### src/rtl/paralelo_serial_tx_if.sv
// paralelo_serial_tx_if: byte-side handshake and serial output of one TX lane
interface paralelo_serial_tx_if;
  logic [7:0] data_in_tx;
  logic valid_in_tx;
  logic data_paralelo_serial;
  logic ready_out;
  logic active_out;
  modport master(output data_in_tx, valid_in_tx, input data_paralelo_serial, ready_out, active_out);
  modport slave(input data_in_tx, valid_in_tx, output data_paralelo_serial, ready_out, active_out);
endinterface

### src/rtl/paralelo_serial_tx.sv
// paralelo_serial_tx: per-lane byte serializer, MSB first, COM preamble after reset and COM fill when idle
module paralelo_serial_tx #(
  parameter logic [7:0] COM_SYMBOL = 8'hBC,
  parameter int PREAMBLE_COMS = 4
) (
  input logic clk_32f,
  input logic reset,
  paralelo_serial_tx_if.slave bus
);
  typedef enum logic {PREAMBLE, RUN} state_t;
  state_t state;
  logic [2:0] bit_cnt;
  logic [7:0] shift_reg;
  logic [3:0] pre_cnt;
  // bit_cnt==7 is the load edge; payload is only taken once the preamble is done
  always_ff @(posedge clk_32f or posedge reset)
    if (reset) begin
      state <= PREAMBLE;
      bit_cnt <= 3'd0;
      shift_reg <= 8'h00;
      pre_cnt <= 4'd0;
    end else begin
      bit_cnt <= bit_cnt + 3'd1;
      if (bit_cnt != 3'd7) shift_reg <= {shift_reg[6:0], 1'b0};
      else if (state == PREAMBLE) begin
        shift_reg <= COM_SYMBOL;
        pre_cnt <= pre_cnt + 4'd1;
        if (pre_cnt == 4'(PREAMBLE_COMS - 1)) state <= RUN;
      end else shift_reg <= bus.valid_in_tx ? bus.data_in_tx : COM_SYMBOL;
    end
  assign bus.data_paralelo_serial = shift_reg[7];
  assign bus.ready_out = (bit_cnt == 3'd7) && (state == RUN);
  assign bus.active_out = (state == RUN);
endmodule

### src/flat_wrapper.sv
// flat-port wrapper written by rule: the top's interface ports become plain ports
module paralelo_serial_tx_flat 
#(
  parameter logic [7:0] COM_SYMBOL = 8'hBC,
  parameter int PREAMBLE_COMS = 4
)
  (clk_32f, reset, bus_data_in_tx, bus_valid_in_tx, bus_data_paralelo_serial, bus_ready_out, bus_active_out);
  paralelo_serial_tx_if bus_i ();
  input logic clk_32f;
  input logic reset;
  input wire logic [$bits(bus_i.data_in_tx)-1:0] bus_data_in_tx;
  input wire logic [$bits(bus_i.valid_in_tx)-1:0] bus_valid_in_tx;
  output wire logic [$bits(bus_i.data_paralelo_serial)-1:0] bus_data_paralelo_serial;
  output wire logic [$bits(bus_i.ready_out)-1:0] bus_ready_out;
  output wire logic [$bits(bus_i.active_out)-1:0] bus_active_out;
  assign bus_i.data_in_tx = bus_data_in_tx;
  assign bus_i.valid_in_tx = bus_valid_in_tx;
  assign bus_data_paralelo_serial = bus_i.data_paralelo_serial;
  assign bus_ready_out = bus_i.ready_out;
  assign bus_active_out = bus_i.active_out;
  paralelo_serial_tx #(.COM_SYMBOL(COM_SYMBOL), .PREAMBLE_COMS(PREAMBLE_COMS)) u_core (.clk_32f(clk_32f), .reset(reset), .bus(bus_i));
endmodule
### config.mk
export PLATFORM = sky130hd
export DESIGN_NAME = paralelo_serial_tx_flat
export DESIGN_NICKNAME = d
export VERILOG_FILES = /design/src/rtl/paralelo_serial_tx_if.sv /design/src/rtl/paralelo_serial_tx.sv /design/src/flat_wrapper.sv
export SDC_FILE = /design/constraint.sdc
export NUM_CORES = 1
export LEC_CHECK = 0
export ABC_AREA = 1
export BUFFER_PORTS_ARGS = -buffer_cell sky130_fd_sc_hd__buf_2
export CAP_MARGIN = 10
export CORE_MARGIN = 4
export CORE_UTILIZATION = 33
export DETAILED_ROUTE_END_ITERATION = 10
export PLACE_DENSITY = 0.55
export SETUP_SLACK_MARGIN = 0.15
export SLEW_MARGIN = 20
export SYNTH_ARGS = -nofsm -noshare
export SYNTH_HDL_FRONTEND = slang
export SYNTH_SLANG_ARGS = --single-unit
### constraint.sdc
create_clock -name clk_32f -period 3.3 [get_ports clk_32f]
set_input_delay 0.165 -clock clk_32f [delete_from_list [all_inputs] [get_ports clk_32f]]
set_output_delay 0.165 -clock clk_32f [all_outputs]
set_load 0.01 [all_outputs]
Word-level counts from Yosys, hierarchy flattened --
Cells that the tools add are included.
Word-level totals: register bits after elaboration 16, bits in latches 0, RAM bits 0, bits in read-only memories 0, input port bits 11, output and inout port bits 3, memories 0
Cells by class: add/sub/neg operators 2, multipliers 0, div/mod/pow operators 0, $lt $le $gt $ge 0, eq/ne operators 3, shifts and indexed selects 0, multiplexer cells 5, bitwise gates (word level) 2, reductions and logical operators 2
Operators with widths (number):
- 8-bit 2-to-1 mux | 3
- 4-bit by 1-bit adder with 4-bit output (second input constant) | 1
- 4-bit by 2-bit == test with 1-bit output (second input constant) | 1
- 3-bit by 1-bit adder with 3-bit output (second input constant) | 1
- 3-bit == test (second input constant) | 1
- 3-bit inequality test (second input constant) | 1
- 1-bit 2-to-1 mux | 2
- 1-bit NOT | 2
- 2-bit AND reduction | 1
- 1-bit logical AND | 1

Depth between registers and ports, before layout --
Gate-level depths: netlist of the first run.
word-level depth 3, gate-level depth with buffers 8, depth with buffers taken out 7

Worst setup path before layout of the first run --
OpenSTA, ideal clock, no wires.
kind register -> register, from reg u_core.bit_cnt[0], to reg u_core.pre_cnt[3], library setup time 0.121 ns, data arrival time 1.125 ns, required time 3.179 ns, slack 2.054 ns, cell stages (with the launch flop) 8, clock period less this slack 1.246 ns, cells stage by stage dfrtp_1 ha_1 ha_1 buf_6 nand2_4 inv_1 nand3_1 nand2_1
On the way: word-level cells in the longest chain between the ends 3
Ends and longest elaborated chain:
- start: declaration | RTL line paralelo_serial_tx.sv:12 | logic [2:0] bit_cnt;
- start signal: assignment | RTL line paralelo_serial_tx.sv:23 | bit_cnt <= bit_cnt + 3'd1;
- 3-bit inequality test | RTL line paralelo_serial_tx.sv:24 | if (bit_cnt != 3'd7) shift_reg <= {shift_reg[6:0], 1'b0};
- 1-bit NOT (no line)
- 2-bit AND reduction (no line)
- end signal: assignment | RTL line paralelo_serial_tx.sv:27 | pre_cnt <= pre_cnt + 4'd1;
- end: declaration | RTL line paralelo_serial_tx.sv:14 | logic [3:0] pre_cnt;
Every way passes these cells. A chain may end at the register's enable or synchronous reset.

Final worst setup path of the first run --
from reg u_core.bit_cnt[0], to out bus_ready_out
On the way: word-level cells in the longest chain between the ends 2
Ends and longest elaborated chain:
- 3-bit == test | RTL line paralelo_serial_tx.sv:32 | assign bus.ready_out = (bit_cnt == 3'd7) && (state == RUN);
- 1-bit logical AND | RTL line paralelo_serial_tx.sv:32
- end: declaration | RTL line flat_wrapper.sv:14 | output wire logic [$bits(bus_i.ready_out)-1:0] bus_ready_out;
Every way passes these cells.

==> results of run 1 <==
## logic make-up (layout without fill, tap and decap cells)
| kind of cell | after synthesis | after routing | synth area share |
|---|---|---|---|
| buffers and inverters | 12 | 29 | 0.0799 |
| AOI/OAI and AO/OA | 2 | 2 | 0.0181 |
| adders and majority gates | 3 | 3 | 0.0545 |
| xor gates and xnor gates | 1 | 1 | 0.0127 |
| DFF | 16 | 16 | 0.581 |
| and+or+nand+nor | 39 | 39 | 0.254 |
## worst max path at each step
stage / from / to
3_3_place_gp: u_core.bit_cnt[0]$_DFF_PP0_ / bus_ready_out
5_1_grt: u_core.bit_cnt[0]$_DFF_PP0_ / bus_ready_out
2_1_floorplan: u_core.bit_cnt[0]$_DFF_PP0_ / u_core.pre_cnt[3]$_DFFE_PP0P_
6_report: u_core.bit_cnt[0]$_DFF_PP0_ / bus_ready_out
3_5_place_dp: u_core.bit_cnt[0]$_DFF_PP0_ / u_core.shift_reg[2]$_DFF_PP0_
4_1_cts: u_core.bit_cnt[0]$_DFF_PP0_ / bus_ready_out
## synthesized netlist by cell type (all sizes together)
library cell,count
buf,1
dfrtp,16
ha,3
inv,11
nand2,17
nand3,3
nor2,19
o21ai,1
o21bai,1
xor2,1
## metal layers
| layer | part of all wire | routed length, um | vias up |
|---|---|---|---|
| li1 | - | - | 251 |
| met1 | 0.46 | 469 | 219 |
| met2 | 0.46 | 467 | 12 |
| met3 | 0.073 | 75 | 2 |
| met4 | 0.0098 | 10 | 0 |
| met5 | 0 | 0 | - |
## power groups by stage
stage               clock (mW)  sequential, mW  combinational [mW]
floorplan                    0           0.205             0.00636
global placement             0           0.205              0.0150
detailed placement           0           0.205              0.0151
CTS                      0.132           0.201              0.0161
global route             0.141           0.202              0.0183
finish                   0.129           0.201              0.0154
## through the flow
stage                     instances  setup slack, ps
after floorplan                  73             2050
after global placement          112             1940
after detailed placement        112             1900
after CTS                       117             1590
after global routing            117             1490
final                           117             1610
## final cells by class
type,count,share of cell area
clock buffers,4,0.0441
inverters,11,0.0532
multi-input cells,45,0.284
flip-flops and latches,16,0.486
well taps,27,0.0410
repair buffers,14,0.0912
## repair_timing
| action | CTS | global route |
|---|---|---|
| resized for setup | 0 | 0 |
| hold buffers | 1 | 0 |
| endpoints found under the hold margin | 16 | 0 |
## critical path, cell delays in order, from the launching register on
cell and delay, ps:
dfrtp_1 390, ha_1 200, ha_1 340, nand2_4 140, inv_4 40, buf_2 130
==> flow_summary_export.csv, run 1 <==
group,metric,value,unit
status,outcome,"completed",
cells_and_area,fin_area,823,um2
global_routing,grt_usage,0.0960,
clocking,htree_levels,1,
routing,wl_per_cell,8.74,um
power,power,0.345,mW
global_routing,grtUsageMet2,0.147,
placed_design,place_area,777,um2
setup_path,r2r_end,"u_core.shift_reg[2]$_DFF_PP0_",
die,rows,16,
worst_hold_path,worstHoldPathCells,3,
routing,ant_nets,0,
clocking,cts.path.max_buffers,2,
setup_path,regToRegSetupSlack,1900,ps
cells_and_area,fin_util,0.415,
die,die_y,53.7,um
global_routing,busiest_layer,"met2",
setup_path,worst_setup_path_end_kind,"output pin",
clocking,path_clk_slew,100,ps
cells_and_area,mostFrequentLayoutCell,"nor2_1",
sta,slew_violations,0,
routing,routed-via-count,484,
flow_run,maxCapViolCount,0,
synth,ys_seq_area_frac,0.581,
clocking,clock-sinks,16,
power,p_seq_frac,0.582,
die,fp.dieArea,2880,um2
power,comb_power_share,0.045,
cells_and_area,diodes,0,
setup_path,cp_max_fo,9,
cells_and_area,num-fill-cells,217,
global_routing,grt-ovfl-total,0,
sta,skew,6.20,ps
setup_path,reg2reg_depth,7,
synth,synthTopCellsByArea,"dfrtp_1 58%, nor2_1 9.8%, nand2_1 7.6%, ha_1 5.4%, inv_1 5.4%",
worst_hold_path,min_delay_worst_endpoint,"u_core.shift_reg[6]$_DFF_PP0_",
routing,wl,1020,um
power,clockPowerShare,0.373,
routing,via_per_inst,4.14,
sta,timing.final.crit_share,0.511,
sta,hold_viol_final,0,
clocking,clk_latency,290,ps
synth,netlist_instances,73,
cells_and_area,multi_input_area,234,um2
sta,max_freq,593,MHz
placed_design,portBuffers,13,
cells_and_area,final_nets,105,
power,p_sw_frac,0.206,
power,ir_drop,209,uV
global_routing,grt_max_degree,17,
cells_and_area,area_growth,19.4,%
power,internal_power,0.274,mW
power,powerDensity,420,nW/um2
clocking,cts_setup_buffers,0,
clocking,root_buffer,"clkbuf_4",
global_routing,grt_pass1_vias,474,
power,p_leak,0.457,nW
cells_and_area,largest_register_ffs,8,
synth,netlist_area,689,um2
synth,synth_area_per_cell,9.44,um2
sta,maxSlewHeadroom,0.609,
routing,first_pass_iters,4,
die,core_region_area,1980,um2
global_routing,grt_use_met3,0.0582,
worst_hold_path,min_from,"bus_data_in_tx[6]",
sta,final-setup-viol-count,0,
clocking,tritoncts,"yes",
sta,rsz0062_at_grt,"false",
synth,synth_cell_types,13,
cells_and_area,register_area,400,um2
synth,yosysWarnings,0,
clocking,cts_buffers,3,
sta,hold_ws,63.6,ps
global_routing,grt_pass1_wl,1930,um
setup_path,r2r_start,"u_core.bit_cnt[0]$_DFF_PP0_",
setup_path,worst_ep_arrival_time,1520,ps
power,p_sw,0.0711,mW
global_routing,grtUsageMet1,0.112,
sta,tns,0,ps
placed_design,place.gp.congestion,0.792,
cells_and_area,drive_gt1_frac,0.244,
sta,post-route-min-period,1690,ps
worst_hold_path,worstHoldPathType,"in2reg",
cells_and_area,layout_common_cells,"18 x nor2_1, 16 x dfrtp_1, 14 x nand2_1, 13 x buf_2, 10 x inv_1",
die,start_util,0.348,
routing,initialDrtViolationCount,6,
global_routing,antenna_found_initial,0,
synth,synth_top_area_frac,0.581,
setup_path,cp-start-kind,"register",
routing,drc,0,
synth,synth.largest_area_cell,"dfrtp_1",
die,die_w,53.7,um
die,top_level_ports,14,
synth,syn_nets,87,
sta,tightest_slew,586,ps
setup_path,critPathRequiredTime,3130,ps
setup_path,crit_type,"reg2out",
synth,synth_seq_cells,16,
placed_design,dp_hpwl,799,um
No activity file was read; power rests on OpenSTA's default activity.
==> run 2, diff against run 1 <==
==> constraint.sdc (replaced) <==
create_clock -name clk_32f -period 1.8 [get_ports clk_32f]
set_input_delay 0.09 -clock clk_32f [delete_from_list [all_inputs] [get_ports clk_32f]]
set_output_delay 0.09 -clock clk_32f [all_outputs]
set_load 0.01 [all_outputs]
==> run 2 against run 1 <==
Compared with the run above:
- design area grew 4.0%
- critical path depth stayed put
- largest cell class unchanged
- wire length is 12% higher
==> flow_summary_export.csv, run 2 (synthesis gave the netlist of run 1 again) <==
group,metric,value,unit
routing,initialDrtViolationCount,3,
clocking,tritoncts,"yes",
routing,wl,1150,um
setup_path,critPathRequiredTime,1710,ps
die,die_y,53.7,um
cells_and_area,num-fill-cells,206,
clocking,cts.path.max_buffers,2,
cells_and_area,register_area,400,um2
die,top_level_ports,14,
die,rows,16,
global_routing,antenna_found_initial,0,
setup_path,worst_setup_path_end_kind,"output pin",
routing,wl_per_cell,9.55,um
power,power,0.639,mW
worst_hold_path,worstHoldPathType,"in2reg",
routing,via_per_inst,4.11,
cells_and_area,area_growth,24.1,%
placed_design,dp_hpwl,856,um
die,core_region_area,1980,um2
sta,maxSlewHeadroom,0.605,
global_routing,grt_usage,0.0941,
clocking,clk_latency,280,ps
sta,tns,0,ps
routing,drc,0,
clocking,clock-sinks,16,
global_routing,grt_pass1_vias,476,
routing,ant_nets,0,
global_routing,grt_pass1_wl,1840,um
die,start_util,0.348,
sta,rsz0062_at_grt,"false",
die,fp.dieArea,2880,um2
sta,slew_violations,0,
sta,max_freq,663,MHz
sta,timing.final.crit_share,0.839,
placed_design,portBuffers,13,
sta,tightest_slew,592,ps
clocking,path_clk_slew,90,ps
cells_and_area,mostFrequentLayoutCell,"nor2_1",
placed_design,place.gp.congestion,0.676,
cells_and_area,final_nets,108,
setup_path,crit_type,"reg2out",
power,ir_drop,552,uV
sta,hold_viol_final,0,
power,p_leak,0.466,nW
cells_and_area,largest_register_ffs,8,
status,outcome,"completed",
sta,post-route-min-period,1510,ps
global_routing,grt_max_degree,17,
cells_and_area,multi_input_area,236,um2
cells_and_area,layout_common_cells,"18 x nor2_1, 16 x dfrtp_1, 14 x nand2_1, 13 x buf_2, 10 x inv_1",
cells_and_area,diodes,0,
clocking,htree_levels,1,
die,die_w,53.7,um
sta,final-setup-viol-count,0,
clocking,root_buffer,"clkbuf_4",
sta,skew,1.34,ps
routing,routed-via-count,493,
global_routing,grt-ovfl-total,0,
flow_run,maxCapViolCount,0,
setup_path,cp_max_fo,9,
power,powerDensity,746,nW/um2
setup_path,cp-start-kind,"register",
routing,first_pass_iters,4,
setup_path,worst_ep_arrival_time,1420,ps
clocking,cts_buffers,3,
cells_and_area,drive_gt1_frac,0.247,
==> run 2: metrics by stage <==
stage | cells | worst slack (ps) | area (um2) | util | hold WS (ps)
floorplan | 73 | 554 | 689 | - | 3.74
global placement | 112 | 430 | 777 | 0.392 | 188
CTS | 120 | 257 | 856 | 0.432 | 7.15
global route | 120 | 217 | 856 | 0.432 | 6.02
detailed placement | 112 | 371 | 777 | 0.392 | 200
finish | 120 | 291 | 856 | 0.432 | 15.1
==> run 2: where the power goes <==
part	internal (mW)	leakage, nW	total [mW]	switching (mW)
Clock	0.123	0.0210	0.236	0.113
Sequential	0.367	0.191	0.369	0.00211
Combinational	0.0173	0.254	0.0335	0.0162
Total	0.507	0.466	0.639	0.131
==> run 2: worst max-delay path, cell delays in order (launching register included) <==
cell,delay (ps)
dfrtp_1,390
ha_1,200
ha_2,260
nand2_4,110
inv_4,40
buf_2,130
==> run 2: area by class of cell <==
| class | count | area share |
|---|---|---|
| Inverter | 11 | 0.0512 |
| Multi-Input combinational cell | 45 | 0.276 |
| Tap cell | 27 | 0.0395 |
| Timing Repair Buffer | 17 | 0.123 |
| Clock buffer | 4 | 0.0424 |
| Sequential cell | 16 | 0.468 |
==> run 2: path summary, 6_finish.rpt <==
path	startpoint	to	slack, ps	depth (start not counted)
max	u_core.bit_cnt[0]$_DFF_PP0_	bus_ready_out	290	5
min	bus_data_in_tx[4]	u_core.shift_reg[4]$_DFF_PP0_	20	3
max reg2reg	u_core.bit_cnt[0]$_DFF_PP0_	u_core.shift_reg[3]$_DFF_PP0_	510	7
min reg2reg	u_core.bit_cnt[0]$_DFF_PP0_	u_core.bit_cnt[0]$_DFF_PP0_	430	1
max in group asynchronous	reset	u_core.pre_cnt[3]$_DFFE_PP0P_	1010	3
min in group asynchronous	reset	u_core.bit_cnt[1]$_DFF_PP0_	400	3
==> run 2: per-layer routing <==
| metal | vias up | GRT usage | wire length, um | part of all wire |
|---|---|---|---|---|
| li1 | 256 | - | - | - |
| met3 | 2 | 0.0609 | 58 | 0.051 |
| met1 | 227 | 0.0878 | 508 | 0.44 |
| met4 | 0 | 0.0255 | 10 | 0.0087 |
| met5 | - | 0 | 0 | 0 |
| met2 | 8 | 0.167 | 569 | 0.50 |
==> run 2: repair_timing <==
action,CTS,global route
setup buffers,0,0
hold buffers,4,0
setup endpoints to repair,1,0
resized for setup,1,0
endpoints found under the hold margin,19,0
